===== src/rtl/dual_issue_pair_unit.sv =====
// Decode/issue stage ahead of the dual-port register file: buffers one fetched
// instruction pair, detects intra-pair hazards and issues the pair together or split over two cycles.
module dual_issue_pair_unit #(
  parameter int PC_W         = 32,
  parameter bit SPLIT_ON_WAW = 1'b1,
  parameter int CNT_W        = 16
) (
  input  logic             clk,
  input  logic             rst,
  input  logic             flush,
  input  logic             in_valid,
  input  logic             in_v2,
  input  logic [31:0]      in_inst1,
  input  logic [31:0]      in_inst2,
  input  logic [PC_W-1:0]  in_pc,
  output logic             in_ready,
  output logic             out_valid,
  input  logic             out_ready,
  output logic             out_v2,
  output logic [31:0]      out_inst1,
  output logic [31:0]      out_inst2,
  output logic [PC_W-1:0]  out_pc1,
  output logic [PC_W-1:0]  out_pc2,
  output logic [4:0]       rf_ra1_l1,
  output logic [4:0]       rf_ra2_l1,
  output logic [4:0]       rf_ra1_l2,
  output logic [4:0]       rf_ra2_l2,
  output logic [4:0]       wr_reg_l1,
  output logic [4:0]       wr_reg_l2,
  output logic             wr_en_l1,
  output logic             wr_en_l2,
  output logic [CNT_W-1:0] split_count
);

  typedef enum logic [1:0] {
    ST_EMPTY  = 2'd0,
    ST_FULL   = 2'd1,
    ST_SECOND = 2'd2
  } state_t;

  // A zero destination means "writes no register".
  function automatic logic [4:0] dest_of(input logic [31:0] inst);
    logic [4:0] d;
    case (inst[31:26])
      6'h00: begin
        if ((inst == 32'h0000_0000) || (inst[5:0] == 6'h08)) begin
          d = 5'd0;
        end else begin
          d = inst[15:11];
        end
      end
      6'h08, 6'h0A, 6'h0C, 6'h0D, 6'h0E, 6'h0F, 6'h23: d = inst[20:16];
      6'h03:   d = 5'd31;
      default: d = 5'd0;
    endcase
    return d;
  endfunction

  function automatic logic reads_rs(input logic [31:0] inst);
    return !((inst[31:26] == 6'h02) || (inst[31:26] == 6'h03) || (inst[31:26] == 6'h0F));
  endfunction

  function automatic logic reads_rt(input logic [31:0] inst);
    return (inst[31:26] == 6'h00) || (inst[31:26] == 6'h04) ||
           (inst[31:26] == 6'h05) || (inst[31:26] == 6'h2B);
  endfunction

  function automatic logic is_mem(input logic [31:0] inst);
    return (inst[31:26] == 6'h23) || (inst[31:26] == 6'h2B);
  endfunction

  function automatic logic is_ctrl(input logic [31:0] inst);
    return (inst[31:26] == 6'h02) || (inst[31:26] == 6'h03) ||
           (inst[31:26] == 6'h04) || (inst[31:26] == 6'h05) ||
           ((inst[31:26] == 6'h00) && (inst[5:0] == 6'h08));
  endfunction

  state_t            state_r;
  state_t            state_nx_s;
  logic [31:0]       buf_inst1_r;
  logic [31:0]       buf_inst2_r;
  logic              buf_v2_r;
  logic [PC_W-1:0]   buf_pc_r;
  logic [CNT_W-1:0]  split_cnt_r;

  logic              split_s;
  logic              load_s;
  logic              cnt_inc_s;
  logic              in_ready_s;
  logic [4:0]        d1_s;
  logic [4:0]        d2_s;
  logic              lane1_v_s;
  logic              lane2_v_s;
  logic [31:0]       lane1_inst_s;
  logic [31:0]       lane2_inst_s;
  logic [PC_W-1:0]   lane1_pc_s;
  logic [PC_W-1:0]   pc_plus4_s;

  assign pc_plus4_s = buf_pc_r + PC_W'(4);

  // Intra-pair hazard detection on the buffered pair.
  always_comb begin
    d1_s    = dest_of(buf_inst1_r);
    d2_s    = dest_of(buf_inst2_r);
    split_s = 1'b0;
    if (buf_v2_r) begin
      split_s = ((d1_s != 5'd0) &&
                 ((reads_rs(buf_inst2_r) && (d1_s == buf_inst2_r[25:21])) ||
                  (reads_rt(buf_inst2_r) && (d1_s == buf_inst2_r[20:16])))) ||
                (is_mem(buf_inst1_r) && is_mem(buf_inst2_r)) ||
                is_ctrl(buf_inst1_r) ||
                (SPLIT_ON_WAW && (d1_s != 5'd0) && (d1_s == d2_s));
    end else begin
      split_s = 1'b0;
    end
  end

  // Handshake and next-state; flush overrides everything, including the accept.
  always_comb begin
    state_nx_s = state_r;
    load_s     = 1'b0;
    cnt_inc_s  = 1'b0;
    in_ready_s = 1'b0;
    if (flush) begin
      state_nx_s = ST_EMPTY;
    end else begin
      case (state_r)
        ST_EMPTY: begin
          in_ready_s = 1'b1;
          if (in_valid) begin
            state_nx_s = ST_FULL;
            load_s     = 1'b1;
          end else begin
            state_nx_s = ST_EMPTY;
          end
        end
        ST_FULL: begin
          if (out_ready && split_s) begin
            state_nx_s = ST_SECOND;
            cnt_inc_s  = 1'b1;
          end else if (out_ready) begin
            in_ready_s = 1'b1;
            load_s     = in_valid;
            state_nx_s = in_valid ? ST_FULL : ST_EMPTY;
          end else begin
            state_nx_s = ST_FULL;
          end
        end
        ST_SECOND: begin
          if (out_ready) begin
            in_ready_s = 1'b1;
            load_s     = in_valid;
            state_nx_s = in_valid ? ST_FULL : ST_EMPTY;
          end else begin
            state_nx_s = ST_SECOND;
          end
        end
        default: state_nx_s = ST_EMPTY;
      endcase
    end
  end

  // Lane steering: SECOND re-presents inst2 on lane 1 at pc+4.
  always_comb begin
    lane1_v_s    = 1'b0;
    lane2_v_s    = 1'b0;
    lane1_inst_s = 32'h0000_0000;
    lane2_inst_s = 32'h0000_0000;
    lane1_pc_s   = '0;
    case (state_r)
      ST_FULL: begin
        lane1_v_s    = 1'b1;
        lane1_inst_s = buf_inst1_r;
        lane1_pc_s   = buf_pc_r;
        if (buf_v2_r && !split_s) begin
          lane2_v_s    = 1'b1;
          lane2_inst_s = buf_inst2_r;
        end else begin
          lane2_v_s    = 1'b0;
        end
      end
      ST_SECOND: begin
        lane1_v_s    = 1'b1;
        lane1_inst_s = buf_inst2_r;
        lane1_pc_s   = pc_plus4_s;
      end
      default: begin
        lane1_v_s = 1'b0;
      end
    endcase
  end

  assign in_ready    = in_ready_s;
  assign out_valid   = lane1_v_s;
  assign out_v2      = lane2_v_s;
  assign out_inst1   = lane1_inst_s;
  assign out_inst2   = lane2_inst_s;
  assign out_pc1     = lane1_pc_s;
  assign out_pc2     = lane2_v_s ? pc_plus4_s : '0;
  assign rf_ra1_l1   = lane1_inst_s[25:21];
  assign rf_ra2_l1   = lane1_inst_s[20:16];
  assign rf_ra1_l2   = lane2_inst_s[25:21];
  assign rf_ra2_l2   = lane2_inst_s[20:16];
  assign wr_reg_l1   = dest_of(lane1_inst_s);
  assign wr_reg_l2   = dest_of(lane2_inst_s);
  assign wr_en_l1    = lane1_v_s && (dest_of(lane1_inst_s) != 5'd0);
  assign wr_en_l2    = lane2_v_s && (dest_of(lane2_inst_s) != 5'd0);
  assign split_count = split_cnt_r;

  // State, pair buffer and saturating split counter.
  always_ff @(posedge clk or negedge rst) begin
    if (!rst) begin
      state_r     <= ST_EMPTY;
      buf_inst1_r <= 32'h0000_0000;
      buf_inst2_r <= 32'h0000_0000;
      buf_v2_r    <= 1'b0;
      buf_pc_r    <= '0;
      split_cnt_r <= '0;
    end else begin
      state_r <= state_nx_s;
      if (load_s) begin
        buf_inst1_r <= in_inst1;
        buf_inst2_r <= in_inst2;
        buf_v2_r    <= in_v2;
        buf_pc_r    <= in_pc;
      end
      if (cnt_inc_s && (split_cnt_r != {CNT_W{1'b1}})) begin
        split_cnt_r <= split_cnt_r + CNT_W'(1);
      end
    end
  end

endmodule


===== config.mk =====
export PLATFORM = sky130hd
export DESIGN_NAME = dual_issue_pair_unit
export DESIGN_NICKNAME = d
export VERILOG_FILES = /design/src/rtl/dual_issue_pair_unit.sv
export SDC_FILE = /design/constraint.sdc
export NUM_CORES = 1
export LEC_CHECK = 0
export BUFFER_PORTS_ARGS = -buffer_cell sky130_fd_sc_hd__buf_2
export CAP_MARGIN = 10
export CORE_ASPECT_RATIO = 1.75
export CORE_MARGIN = 10
export CORE_UTILIZATION = 50
export CTS_CLUSTER_DIAMETER = 30
export DETAILED_ROUTE_END_ITERATION = 8
export PLACE_DENSITY = 0.84
export SLEW_MARGIN = 20
export SYNTH_ARGS = -nofsm -noshare
export SYNTH_HDL_FRONTEND = slang
export SYNTH_SLANG_ARGS = --single-unit

===== constraint.sdc =====
create_clock -name clk -period 3.85 [get_ports clk]
set_input_delay 0.1925 -clock clk [delete_from_list [all_inputs] [get_ports clk]]
set_output_delay 0.1925 -clock clk [all_outputs]
set_load 0.005 [all_outputs]

After elaboration in Yosys (flattened, before gate mapping) --
Index checks and enable logic that the tools add are counted.
Operators by class: add/sub/neg operators 2, equal/unequal tests 50, multiplexer cells 35, reductions and logical operators 49
Operator list (count):
- $eq 6x4->1 const B | 28
- $logic_not 32->1 | 4
- $pmux 32 s2 | 2
- $mux 32 | 3
- $pmux 5 s3 | 4
- $eq 6x2->1 const B | 6
- $eq 6x6->1 const B | 6
- $add 32x3->32 const B | 1
- $reduce_or 7->1 | 4
- $eq 6x3->1 const B | 4
- $logic_not 6->1 | 4
- $mux 5 | 4
- $logic_or 1x1->1 | 19
- $add 16x1->16 const B | 1
- $ne 16x16->1 const B | 1
- $eq 5x5->1 | 3
- $mux 1 | 15
- $reduce_bool 5->1 | 3
- $logic_and 1x1->1 | 11
- $mux 2 | 4
- $pmux 1 s3 | 2
- $pmux 2 s3 | 1
- $eq 2x1->1 const B | 1
- $eq 2x2->1 const B | 1
- 3 further kinds | 4
Storage, ports and cells: bits in registers 115, input port bits 102, output and inout bits 179, word-level logic and storage cells 142

Logic depth before layout (Yosys ltp) --
Gate-level depths: netlist of run 1.
depth after elaboration 22, depth in mapped cells 14, depth with buffers taken out 12

Worst setup path after synthesis of run 1 --
Ideal clock, no wire load.
path type reg-to-reg, start register buf_inst1_r[29], end register buf_inst2_r[0], setup time 0.125 ns, arrival time 3.287 ns, setup slack 0.438 ns, stages on the path, launching flop included 15, buffers on the path 4, period minus slack after synthesis 3.412 ns, cells stage by stage dfrtp_1 > or4_1 > buf_2 > a2111oi_2 > a311oi_2 > xnor2_1 > a2111oi_2 > a22oi_1 > a21oi_2 > a21oi_2 > and2_1 > buf_2 > buf_6 > buf_6 > mux2_4
Between the ends: longest elaborated chain between the ends 16, elaborated cells between the ends (all ways) 42, classes of those cells eq/ne (15); mux (6); reduce/logical (21)
Ends and longest elaborated chain:
- start: declaration | RTL line 80 | logic [31:0] buf_inst1_r;
- start signal: assignment | RTL line 222 | buf_inst1_r <= in_inst1;
- $logic_not 32->1 | RTL line 46 | if ((inst == 32'h0000_0000) || (inst[5:0] == 6'h08)) begin
- $logic_or 1x1->1 | RTL line 46
- $mux 5 | RTL line 46
- $pmux 5 s3 | RTL line 44 | case (inst[31:26])
- $eq 5x5->1, on equally long branches | RTL line 108, 109
- $logic_and 1x1->1, on equally long branches | RTL line 108, 109
- $logic_or 1x1->1 | RTL line 108 | ((reads_rs(buf_inst2_r) && (d1_s == buf_inst2_r[25:21])) ||
- $logic_and 1x1->1 | RTL line 107 | split_s = ((d1_s != 5'd0) &&
- $logic_or 1x1->1 | RTL line 109 | (reads_rt(buf_inst2_r) && (d1_s == buf_inst2_r[20:16])))) ||
- $logic_or 1x1->1 | RTL line 110 | (is_mem(buf_inst1_r) && is_mem(buf_inst2_r)) ||
- $logic_or 1x1->1 (*) | RTL line 111 | is_ctrl(buf_inst1_r) ||
- $mux 1 (*) | RTL line 106 | if (buf_v2_r) begin
- $logic_and 1x1->1 (*) | RTL line 138 | if (out_ready && split_s) begin
- $mux 1 (*) | RTL line 138
- $pmux 1 s3 (*) | RTL line 127 | case (state_r)
- $mux 1 (*) | RTL line 124 | if (flush) begin
- end signal: assignment | RTL line 223 | buf_inst2_r <= in_inst2;
- end: declaration | RTL line 81 | logic [31:0] buf_inst2_r;
Mark *: on every way between the ends. The rest lies on a longest branch, timed or not. A chain may end at the register's enable or synchronous reset.

Final worst setup path of run 1 --
start register buf_inst2_r[26], end output port out_inst2[8]
Between the ends: longest elaborated chain between the ends 15, elaborated cells between the ends (all ways) 40, classes of those cells eq/ne (13); mux (5); reduce/logical (22)
Ends and longest elaborated chain:
- parallel branches: the longest is 9 deep, another holds $logic_not 32->1
- $logic_or 1x1->1 (*) | RTL line 111
- $mux 1 (*) | RTL line 106
- $logic_not 1->1 (*) | RTL line 175 | if (buf_v2_r && !split_s) begin
- $logic_and 1x1->1 (*) | RTL line 175
- $mux 32 (*) | RTL line 175
- $mux 32 (*) | RTL line 170 | case (state_r)
- end: declaration | RTL line 21 | output logic [31:0] out_inst2,
Every way passes the cells marked *.

==> metrics.md, run 1 <==
| Metric | Value |
|---|---|
| Vias in the first global route | `7814` |
| Post-route design area | `roughly 10000 sq um` |
| Final Hold Vio Count | `0` |
| First-pass GRT wire length | `roughly 44 mm` |
| Metal-1 WL | `9.95 mm` |
| Worst-Margin Slew | `0.623 ns` |
| Total Wirelength | `29.3 mm` |
| Max-Slew Margin vs Limit | `0.581` |
| Fillcell total | `1274` |
| Warnings from Yosys | `0` |
| Top routing layer used | `met5` |
| DRT iter0 DRCs | `between 300 and 400` |
| Most frequent cells in the layout | `buf_2, dfrtp_1, nor2_1, mux2_2, and2_1` |
| Die ar. | `21000 sq um` |
| Area Growth Syn to Fin | `31.5%` |
| # H-tree levels | `4` |
| Final Util | `0.666` |
| Area occupied by multi-input gates | `approximately 4500 sq um` |
| Clock sinks | `115` |
| PnR worst setup slack | `0.105 ns` |
| DRC | `0` |
| Die Wd | `114 um` |
| Max IR drop VDD | `approximately 0.00043 V` |
| Yosys cell types | `62` |
| Hold Path Class | `in -> reg` |
| Site Rows | `60` |
| Setup violations, final | `0` |
| Commonest non-fill, non-tap cell in the layout | `buf_2` |
| Worst hold margin | `0.00865 ns` |
| DRT antenna net count | `0` |
| Total Routing Usage GR | `0.267` |
| Final Cycle Share | `0.973` |
| IO buf count | `280` |
| Post-Syn Area | `around 7700 sq um` |
| Max-cap viol count | `0` |
| Root Driver | `clkbuf_16` |
| Critical path launch point type | `flip-flop` |
| Storage element area | `2880 sq um` |
| FFs w/ async S/R, synth | `1.00` |
| Setup TNS | `0 ns` |
| Synth Register Bits | `115` |
| Met3 WL | `a little under 2 mm` |
| Cells after Synth | `811` |
| Post-synth EDFFs | `0` |
| Data required, critical path | `3.66 ns` |
| Die Ht | `184 um` |
| Initial antenna violation count | `6` |
| Clk Latency, worst-skew pair | `0.41 ns` |
| Clock Path Buffers | `2` |
| Placed Area | `9240 sq um` |
| GPL Wtd Cong | `approximately 1.0` |
| Worst setup EP type | `output port` |
| Num CTS Buffers | `17` |
| Worst-path maximum fanout | `slightly above 40` |
| Hpwl dp | `22.3 mm` |
| Worst Skew | `0.00963 ns` |
| CTS tree | `done` |
| Ys flop type | `dfrtp_1` |
| Final Non-Filler Cells | `~1300` |
| Largest net degree at the start of global routing | `43` |
| Fin. max-slew vios | `0` |
| NumNets Final | `~1200` |
| P per Cell Area | `between 500 and 600 nW/um^2` |
| Core ar. | `15200 sq um` |
| Via count | `7564` |
| Clock slew at reported path FFs | `0.06 ns` |
| Drt wl/cell | `22.6 um` |
| CP Class | `reg -> out` |
| Mean post-synth cell area | `roughly 9.5 sq um` |
| Pre-CTS worst setup slack | `around 0.15 ns` |
| Met2 routed WL | `between 15 and 20 mm` |
| Power consumption | `5.42 mW` |
| Initial Utilization | `0.506` |
| # IOs | `approximately 280` |
| Synth Net Count | `919` |
| Leakage power | `about 5.0 nW` |
| Total grt overflow | `0` |
| Period minus WS final | `3.75 ns` |
| Fmax | `267 MHz` |
| Router iterations before antenna repair | `5` |
| Vias per inst | `5.85` |
| Critical Path AT | `3.55 ns` |
| Cells after DPL | `~1200` |
| Share of cells above drive strength 1 | `0.447` |
| Post-synthesis sequential area ratio | `0.373` |
| Run status | `finished clean` |
## Yosys cell counts, drive strengths merged (3+ instances only)
cell type	instances	share of area
o211ai	4	0.0045
nor4b	6	0.0088
nor2	93	0.046
a2111oi	6	0.0086
or2	4	0.0032
and2	64	0.052
xnor2	30	0.034
clkbuf	25	0.012
nor2b	4	0.0032
nor4	17	0.014
a31oi	3	0.0024
xor2	22	0.025
a211oi	3	0.0042
o221ai	5	0.0057
dfrtp	115	0.37
nor3	17	0.011
o21ai	23	0.015
or4	5	0.0054
ha	6	0.0097
nand4	7	0.0057
a22o	9	0.010
and3	12	0.0097
a22oi	44	0.043
buf	39	0.034
or3	6	0.0049
inv	34	0.017
mux2	99	0.16
a21oi	12	0.0088
nand2	47	0.023
a221oi	3	0.0034
nand3	23	0.016
## repair_timing
action | CTS | global route
hold buffers | 5 | 1
gates resized for setup | 8 | 31
setup endpoints to repair | 82 | 154
hold endpoints to repair | 44 | 1
buffers inserted | 1 | 9
pin swaps | 2 | 18
## cell families (layout without fill, tap and decap cells)
family,Yosys count,after routing,share of synthesized area
xor gates and xnor gates,52,52,0.0591
adders and majority gates,6,6,0.00974
and+or+nand+nor,316,316,0.214
other,0,3,0
DFF,115,115,0.373
buffers and inverters,99,391,0.0636
muxes,99,99,0.159
AOI/OAI and AO/OA,124,124,0.121
## layer usage
| layer | vias up | GRT usage |
|---|---|---|
| met4 | 6 | 0.161 |
| met1 | 3656 | 0.269 |
| li1 | 3419 | - |
| met3 | 99 | 0.0641 |
| met5 | - | 0 |
| met2 | 384 | 0.482 |
## final cells by class
cell class,instances,share of cell area
multi-input cells,597,0.446
flip-flops and latches,115,0.284
repair buffers,324,0.178
clock buffers,17,0.0419
well taps,186,0.0229
inverters,35,0.0136
clock inverters,15,0.0132
diodes,3,0.000740
## worst max-delay path: stages (launching register included)
cell	delay, ns
dfrtp_1	0.56
nand3b_1	0.32
a2111oi_1	0.52
a221o_1	0.27
xnor2_1	0.09
nor4_1	0.24
nand4_1	0.15
a21oi_2	0.26
nor2_4	0.08
nand3_2	0.08
inv_1	0.07
buf_8	0.17
and2_1	0.18
buf_2	0.13
## registers in the layout, indices dropped and copies added (netlist names)
name and count:
state_r 2, buf_inst1_r 32, buf_inst2_r 32, split_count 16, buf_pc_r 32, buf_v2_r 1
## worst paths after layout
check,from,end,slack [ns],depth (start not counted)
worst max-delay path,buf_inst2_r[26],out_inst2[8],0.10,13
worst min-delay path,in_inst2[12],buf_inst2_r[12],0.009,2
worst max register to register,buf_inst2_r[26],buf_inst1_r[5],0.16,12
worst min register to register,split_count[15],split_count[15],0.49,1
max in group asynchronous,rst,buf_inst1_r[0],2.52,3
min in group asynchronous,rst,buf_inst1_r[24],0.35,2
## report_power, final
part	switching, mW	total (mW)	internal (mW)
clock network	0.635	1.52	0.890
logic	0.975	1.93	0.953
registers	0.462	1.97	1.50
total	2.07	5.42	3.35
No activity file was read; power rests on OpenSTA's default activity.
==> run 2: changes to the inputs <==
- CORE_UTILIZATION: 50 -> 46
- PLACE_DENSITY: 0.84 -> 0.81
- clock period: 3.85 -> 3 ns (I/O delays scaled with it)
==> run 2 against run 1 <==
Effect of this change:
- the run now ends with setup timing left
- global-route usage increased by 4.0 points
- combinational power increased by 89%
- routed wire length rose by 29%
- setup slack lost 0.75 ns
- critical path depth is 2 higher
- register-to-register slack lost 0.71 ns
- sequential share of layout area is 6.1 points lower
==> metrics.md, run 2 (synthesis gave the netlist of run 1 again) <==
| Metric | Value |
|---|---|
| Max IR drop VDD | `0.000425 V (-0.57%)` |
| Worst setup EP type | `output port` |
| P per Cell Area | `631 nW/um^2 (+18%)` |
| Final Hold Vio Count | `0 (unchanged)` |
| Final Util | `0.785 (+0.120)` |
| Die ar. | `22500 sq um (+7.4%)` |
| Vias per inst | `5.86 (about the same)` |
| Worst-path maximum fanout | `26 (-37%)` |
| Data required, critical path | `2.85 ns (-0.81 ns)` |
| Critical-path cell list | `or4_4 > a211oi_2 > buf_4 > a221oi_2 > buf_4 > o21a_1 > nor4_2 > nand4_1 > a21oi_2 > nor2_4 > nand3_4 > buf_12 > inv_12 > and2_1 > buf_2` |
| Pre-CTS worst setup slack | `-0.526 ns (-0.675 ns)` |
| Period minus WS final | `3.65 ns` |
| Cells after DPL | `1378 (+11%)` |
| Clk Latency, worst-skew pair | `0.42 ns (about the same)` |
| Run status | `complete, but fails checks` |
| # H-tree levels | `4 (unchanged)` |
| IO buf count | `280 (unchanged)` |
| Die Ht | `191 um (+3.8%)` |
| Max-Slew Margin vs Limit | `0.633 (+0.0526)` |
| Worst hold margin | `0.0175 ns (+0.00884 ns)` |
| Share of cells above drive strength 1 | `0.520 (+0.0735)` |
| Area occupied by multi-input gates | `5050 sq um (+12%)` |
| Most frequent CP cell | `buf_4` |
| Total grt overflow | `0 (unchanged)` |
| Die Wd | `118 um (+3.5%)` |
| Site Rows | `62 (+3.3%)` |
| NumNets Final | `1415 (+18%)` |
| # IOs | `281 (unchanged)` |
| Worst-Margin Slew | `0.542 ns (-0.0808 ns)` |
| DRT antenna net count | `0 (unchanged)` |
| PnR worst setup slack | `-0.646 ns (-0.751 ns)` |
| Storage element area | `2880 sq um (unchanged)` |
| Largest stage delay, worst path | `0.55 ns (about the same)` |
| First-pass GRT wire length | `54.2 mm (+23%)` |
| Fin. max-slew vios | `0 (unchanged)` |
| Clock sinks | `115 (unchanged)` |
| Core ar. | `16400 sq um (+7.9%)` |
| CTS tree | `done` |
| Commonest non-fill, non-tap cell in the layout | `buf_2` |
| Clock slew at reported path FFs | `0.05 ns (about the same)` |
| Top Registers | `buf_inst1_r: 32 flops, buf_inst2_r: 32 flops, buf_pc_r: 32 flops` |
| Max-cap viol count | `0 (unchanged)` |
| Hpwl dp | `24.3 mm (+8.8%)` |
| Hold Path Class | `in -> reg` |
| Post-route design area | `12900 sq um (+27%)` |
| DRT iter0 DRCs | `714 (+98%)` |
| Placed Area | `10200 sq um (+10%)` |
| CP Class | `reg -> out` |
| Power consumption | `8.15 mW (+50%)` |
| Initial antenna violation count | `0 (-6)` |
| GPL Wtd Cong | `1.03 (+1.8%)` |
| Final Non-Filler Cells | `1546 (+20%)` |
| Setup violations, final | `203 (+203)` |
| Via count | `9054 (+20%)` |
| Area Growth Syn to Fin | `67.5%` |
| Most frequent cells in the layout | `buf_2, buf_4, dfrtp_1, dlygate4sd3_1, nor2_1` |
| Largest net degree at the start of global routing | `81 (+88%)` |
| Total Routing Usage GR | `0.307 (+0.0397)` |
| Slowest CP cell | `or4_4` |
| Setup TNS | `-106.11 ns (-106.11 ns)` |
| Total Wirelength | `37.6 mm (+29%)` |
| Num CTS Buffers | `17 (unchanged)` |
| Fmax | `roughly 270 MHz` |
| Critical Path AT | `3.50 ns (-0.05 ns)` |
| Root Driver | `clkbuf_16` |
| Fillcell total | `1001 (-21%)` |
| DRC | `0 (unchanged)` |
| Vias in the first global route | `9536 (+22%)` |
| Critical path launch point type | `flip-flop` |
| Clock Path Buffers | `2 (unchanged)` |
| RSZ-0062 raised after global routing | `yes` |
| Final Cycle Share | `1.22` |
| Failing checks | `setup timing` |
| Leakage power | `6.28 nW (+26%)` |
| Worst Skew | `0.0117 ns (+0.00209 ns)` |
| Initial Utilization | `0.469 (-0.0371)` |
| Router iterations before antenna repair | `6 (+1)` |
| Drt wl/cell | `24.3 um (+7.4%)` |
[run 2: changes by cell type in the layout (fill, tap and decap cells not counted), moves of 8 or more]
cell,previous run,this run
mux2_2,69,61
nor2_4,1,10
nor4_1,16,7
buf_6,2,22
mux2_4,30,38
nor3_1,17,9
nor2_1,90,77
buf_4,33,127
dlygate4sd3_1,6,93
[run 2: path summary, 6_finish.rpt]
check | from | endpoint | slack (ns) | cells after the start
max reg2reg | buf_inst2_r[29] | buf_inst2_r[2] | -0.55 | 15
min | in_inst1[18] | buf_inst1_r[18] | 0.02 | 2
max in group asynchronous | rst | buf_inst1_r[26] | 1.87 | 3
max | buf_inst2_r[29] | out_inst2[9] | -0.65 | 15
min reg2reg | split_count[5] | split_count[5] | 0.50 | 1
min in group asynchronous | rst | buf_inst2_r[30] | 0.26 | 2
[run 2: what timing repair did]
| item | CTS | global route |
|---|---|---|
| pin swaps | 20 | 38 |
| buffers inserted | 22 | 20 |
| endpoints found under the setup margin | 205 | 211 |
| cloned | 6 | 4 |
| endpoints found under the hold margin | 127 | 0 |
| gates resized for setup | 85 | 86 |
| hold buffers | 93 | 0 |
[run 2: power breakdown]
| group | total (mW) | internal, mW | switching [mW] |
|---|---|---|---|
| sequential | 2.50 | 1.93 | 0.565 |
| clock | 2.01 | 1.26 | 0.748 |
| combinational | 3.65 | 1.89 | 1.76 |
| total | 8.15 | 5.08 | 3.07 |
[run 2: worst max-delay path: cells and delay by family (launching register included)]
kind / cells / cell delay [ns]
and+or+nand+nor: 6 / 1.34
buffers and inverters: 5 / 0.72
DFF: 1 / 0.39
AOI/OAI and AO/OA: 4 / 0.63
[run 2: area by class of cell]
type / count / area share
Sequential cell: 115 / 0.223
Clock buffer: 22 / 0.0359
Timing Repair inverter: 2 / 0.00213
Inverter: 35 / 0.0115
Antenna cell: 2 / 0.000387
Clock inverter: 10 / 0.00833
Timing Repair Buffer: 539 / 0.306
Tap cell: 224 / 0.0217
Multi-Input combinational cell: 597 / 0.391
[run 2: layer usage]
metal / GRT usage / wire (um)
met1: 0.285 / 11800
met2: 0.556 / 20200
met3: 0.0780 / 2820
met4: 0.252 / 2840
met5: 0 / 0
==> run 3: changes to the inputs <==
- RECOVER_POWER: unset -> 50
==> run 3 against run 2 <==
Effect of this change:
- the flow finishes with violations (capacitance limit, slew limit, setup timing)
- clock skew is essentially flat
- worst hold slack about the same
- global-route usage unchanged
- sequential power about the same
- sequential share of layout area up 0.054 points
- critical path type unchanged
==> metrics.md, run 3 (synthesis gave the netlist of run 1 again) <==
| Metric | Value |
|---|---|
| Router iterations before antenna repair | `5 (-1)` |
| DRT iter0 DRCs | `708 (-0.84%)` |
| CP Class | `reg -> out` |
| Critical-path cell list | `or4_4 > a211oi_2 > buf_4 > a221oi_2 > buf_4 > o21a_1 > nor4_2 > nand4_1 > a21oi_2 > nor2_4 > nand3_4 > buf_12 > inv_12 > and2_1 > buf_2` |
| Die ar. | `22500 sq um (unchanged)` |
| Core ar. | `16400 sq um (unchanged)` |
| Post-route design area | `12900 sq um (-0.24%)` |
| Met2 Usage GRT | `0.556 (unchanged)` |
| DRC | `0 (unchanged)` |
| Worst-path maximum fanout | `26 (unchanged)` |
| Num CTS Buffers | `17 (unchanged)` |
| Most frequent CP cell | `buf_4` |
| First-pass GRT wire length | `54.2 mm (unchanged)` |
| Setup TNS | `-107.22 ns (-1.10 ns)` |
| Die Wd | `118 um (unchanged)` |
| P per Cell Area | `633 nW/um^2 (+0.38%)` |
| Leakage power | `6.22 nW (-1.0%)` |
| Hpwl dp | `24.3 mm (unchanged)` |
| Vias per inst | `5.82 (-0.63%)` |
| Critical path launch point type | `flip-flop` |
| Fin. max-slew vios | `37 (+37)` |
| Most frequent cells in the layout | `buf_2, buf_4, dfrtp_1, dlygate4sd3_1, nor2_1` |
| GPL Wtd Cong | `1.03 (unchanged)` |
| Clock sinks | `115 (unchanged)` |
| Clock Path Buffers | `2 (unchanged)` |
| Final Util | `0.784 (-0.00190)` |
| Placed Area | `10200 sq um (unchanged)` |
| Failing checks | `capacitance limit, slew limit, setup timing` |
| Clock slew at reported path FFs | `0.06 ns (about the same)` |
| Max-Slew Margin vs Limit | `-0.387 (-1.02)` |
| Top Registers | `buf_inst1_r: 32 flops, buf_inst2_r: 32 flops, buf_pc_r: 32 flops` |
| IO buf count | `280 (unchanged)` |
| Die Ht | `191 um (unchanged)` |
| Worst-Margin Slew | `2.08 ns (+1.54 ns)` |
| Share of cells above drive strength 1 | `0.508 (-0.0121)` |
| Drt wl/cell | `24.4 um (+0.25%)` |
| Critical Path AT | `3.50 ns (about the same)` |
| Clk Latency, worst-skew pair | `0.42 ns (about the same)` |
| Initial Utilization | `0.469 (unchanged)` |
| Run status | `complete, but fails checks` |
| Commonest non-fill, non-tap cell in the layout | `buf_2` |
| Fmax | `274 MHz (-0.24%)` |
| Largest net degree at the start of global routing | `81 (unchanged)` |
| # IOs | `281 (unchanged)` |
| Area Growth Syn to Fin | `67.1%` |
| PnR worst setup slack | `-0.655 ns (-0.00864 ns)` |
| Gr busiest metal | `met2` |
| Met3 GRT Util | `0.0780 (unchanged)` |
| Site Rows | `62 (unchanged)` |
| # H-tree levels | `4 (unchanged)` |
| Final Hold Vio Count | `0 (unchanged)` |
| Max-cap viol count | `1 (+1)` |
| RSZ-0062 raised after global routing | `yes` |
| Setup violations, final | `203 (unchanged)` |
| Total grt overflow | `0 (unchanged)` |
| Initial antenna violation count | `0 (unchanged)` |
| Data required, critical path | `2.85 ns (about the same)` |
| Max IR drop VDD | `0.000421 V (-0.85%)` |
| Root Driver | `clkbuf_16` |
| Hold Path Class | `in -> reg` |
| Worst setup EP type | `output port` |
| Total Routing Usage GR | `0.307 (unchanged)` |
| Period minus WS final | `3.65 ns (+0.00864 ns)` |
| Total Wirelength | `37.7 mm (+0.25%)` |
| Grt met1 use | `0.285 (unchanged)` |
| Worst Skew | `0.0119 ns (+0.000188 ns)` |
| Slowest CP cell | `or4_4` |
| CTS tree | `done` |
| Largest stage delay, worst path | `0.55 ns (about the same)` |
| NumNets Final | `1415 (unchanged)` |
| DRT antenna net count | `0 (unchanged)` |
| Vias in the first global route | `9536 (unchanged)` |
| Final Cycle Share | `1.22 (+0.00288)` |
| Via count | `8997 (-0.63%)` |
==> run 3: layout make-up <==
cell class                 count  area, sq um
multi-input combinational    597         5050
timing repair buffer         539         3920
fill                        1013         3560
sequential                   115         2880
clock buffer                  22          464
tap                          224          280
inverter                      35          149
clock inverter                10          108
timing repair inverter         2         27.5
antenna                        2         5.00
==> run 3: metrics by stage <==
stage / hold slack, ns / setup WS [ns] / instances / total power, mW
floorplan: -0.146 / -0.263 / 811 / 3.91
global placement: 0.145 / -0.508 / 1378 / 5.22
detailed placement: 0.142 / -0.526 / 1378 / 5.27
CTS: 0.000530 / -0.668 / 1531 / 7.78
global route: 0.00464 / -0.767 / 1544 / 8.46
finish: 0.0176 / -0.655 / 1546 / 8.16
==> run 3: final timing paths <==
path / from / end / slack (ns) / cells after the start
setup / recovery: buf_inst2_r[29] / out_inst2[9] / -0.65 / 15
min in group asynchronous: rst / buf_inst2_r[30] / 0.88 / 2
setup reg to reg: buf_inst2_r[29] / buf_inst2_r[2] / -0.56 / 15
hold / removal: in_inst1[18] / buf_inst1_r[18] / 0.02 / 2
hold reg to reg: split_count[5] / split_count[5] / 0.50 / 1
max in group asynchronous: rst / buf_inst1_r[26] / 0.44 / 3
==> run 3: layer usage <==
metal | wire, um | vias to the layer above
met5 | 0 | -
met4 | 2850 | 0
li1 | - | 3858
met3 | 2730 | 191
met2 | 20200 | 608
met1 | 12000 | 4340
==> run 3: critical path: cells and delay by family, from the launching register on <==
family | cells | cell delay (ns)
flip-flops | 1 | 0.39
AO/OA/AOI/OAI | 4 | 0.63
buffers and inverters | 5 | 0.72
AND/OR/NAND/NOR | 6 | 1.34
==> run 3: power by group <==
part           switching [mW]  internal (mW)
Combinational            1.77           1.88
Clock                   0.755           1.26
Sequential              0.567           1.93
Total                    3.09           5.07
==> run 3: what timing repair did <==
action	in CTS	in global routing
resized for setup	85	86
endpoints found under the setup margin	205	211
pin swaps	20	38
endpoints found under the hold margin	127	0
hold buffers	93	0
cloned	6	4
buffers inserted	22	20
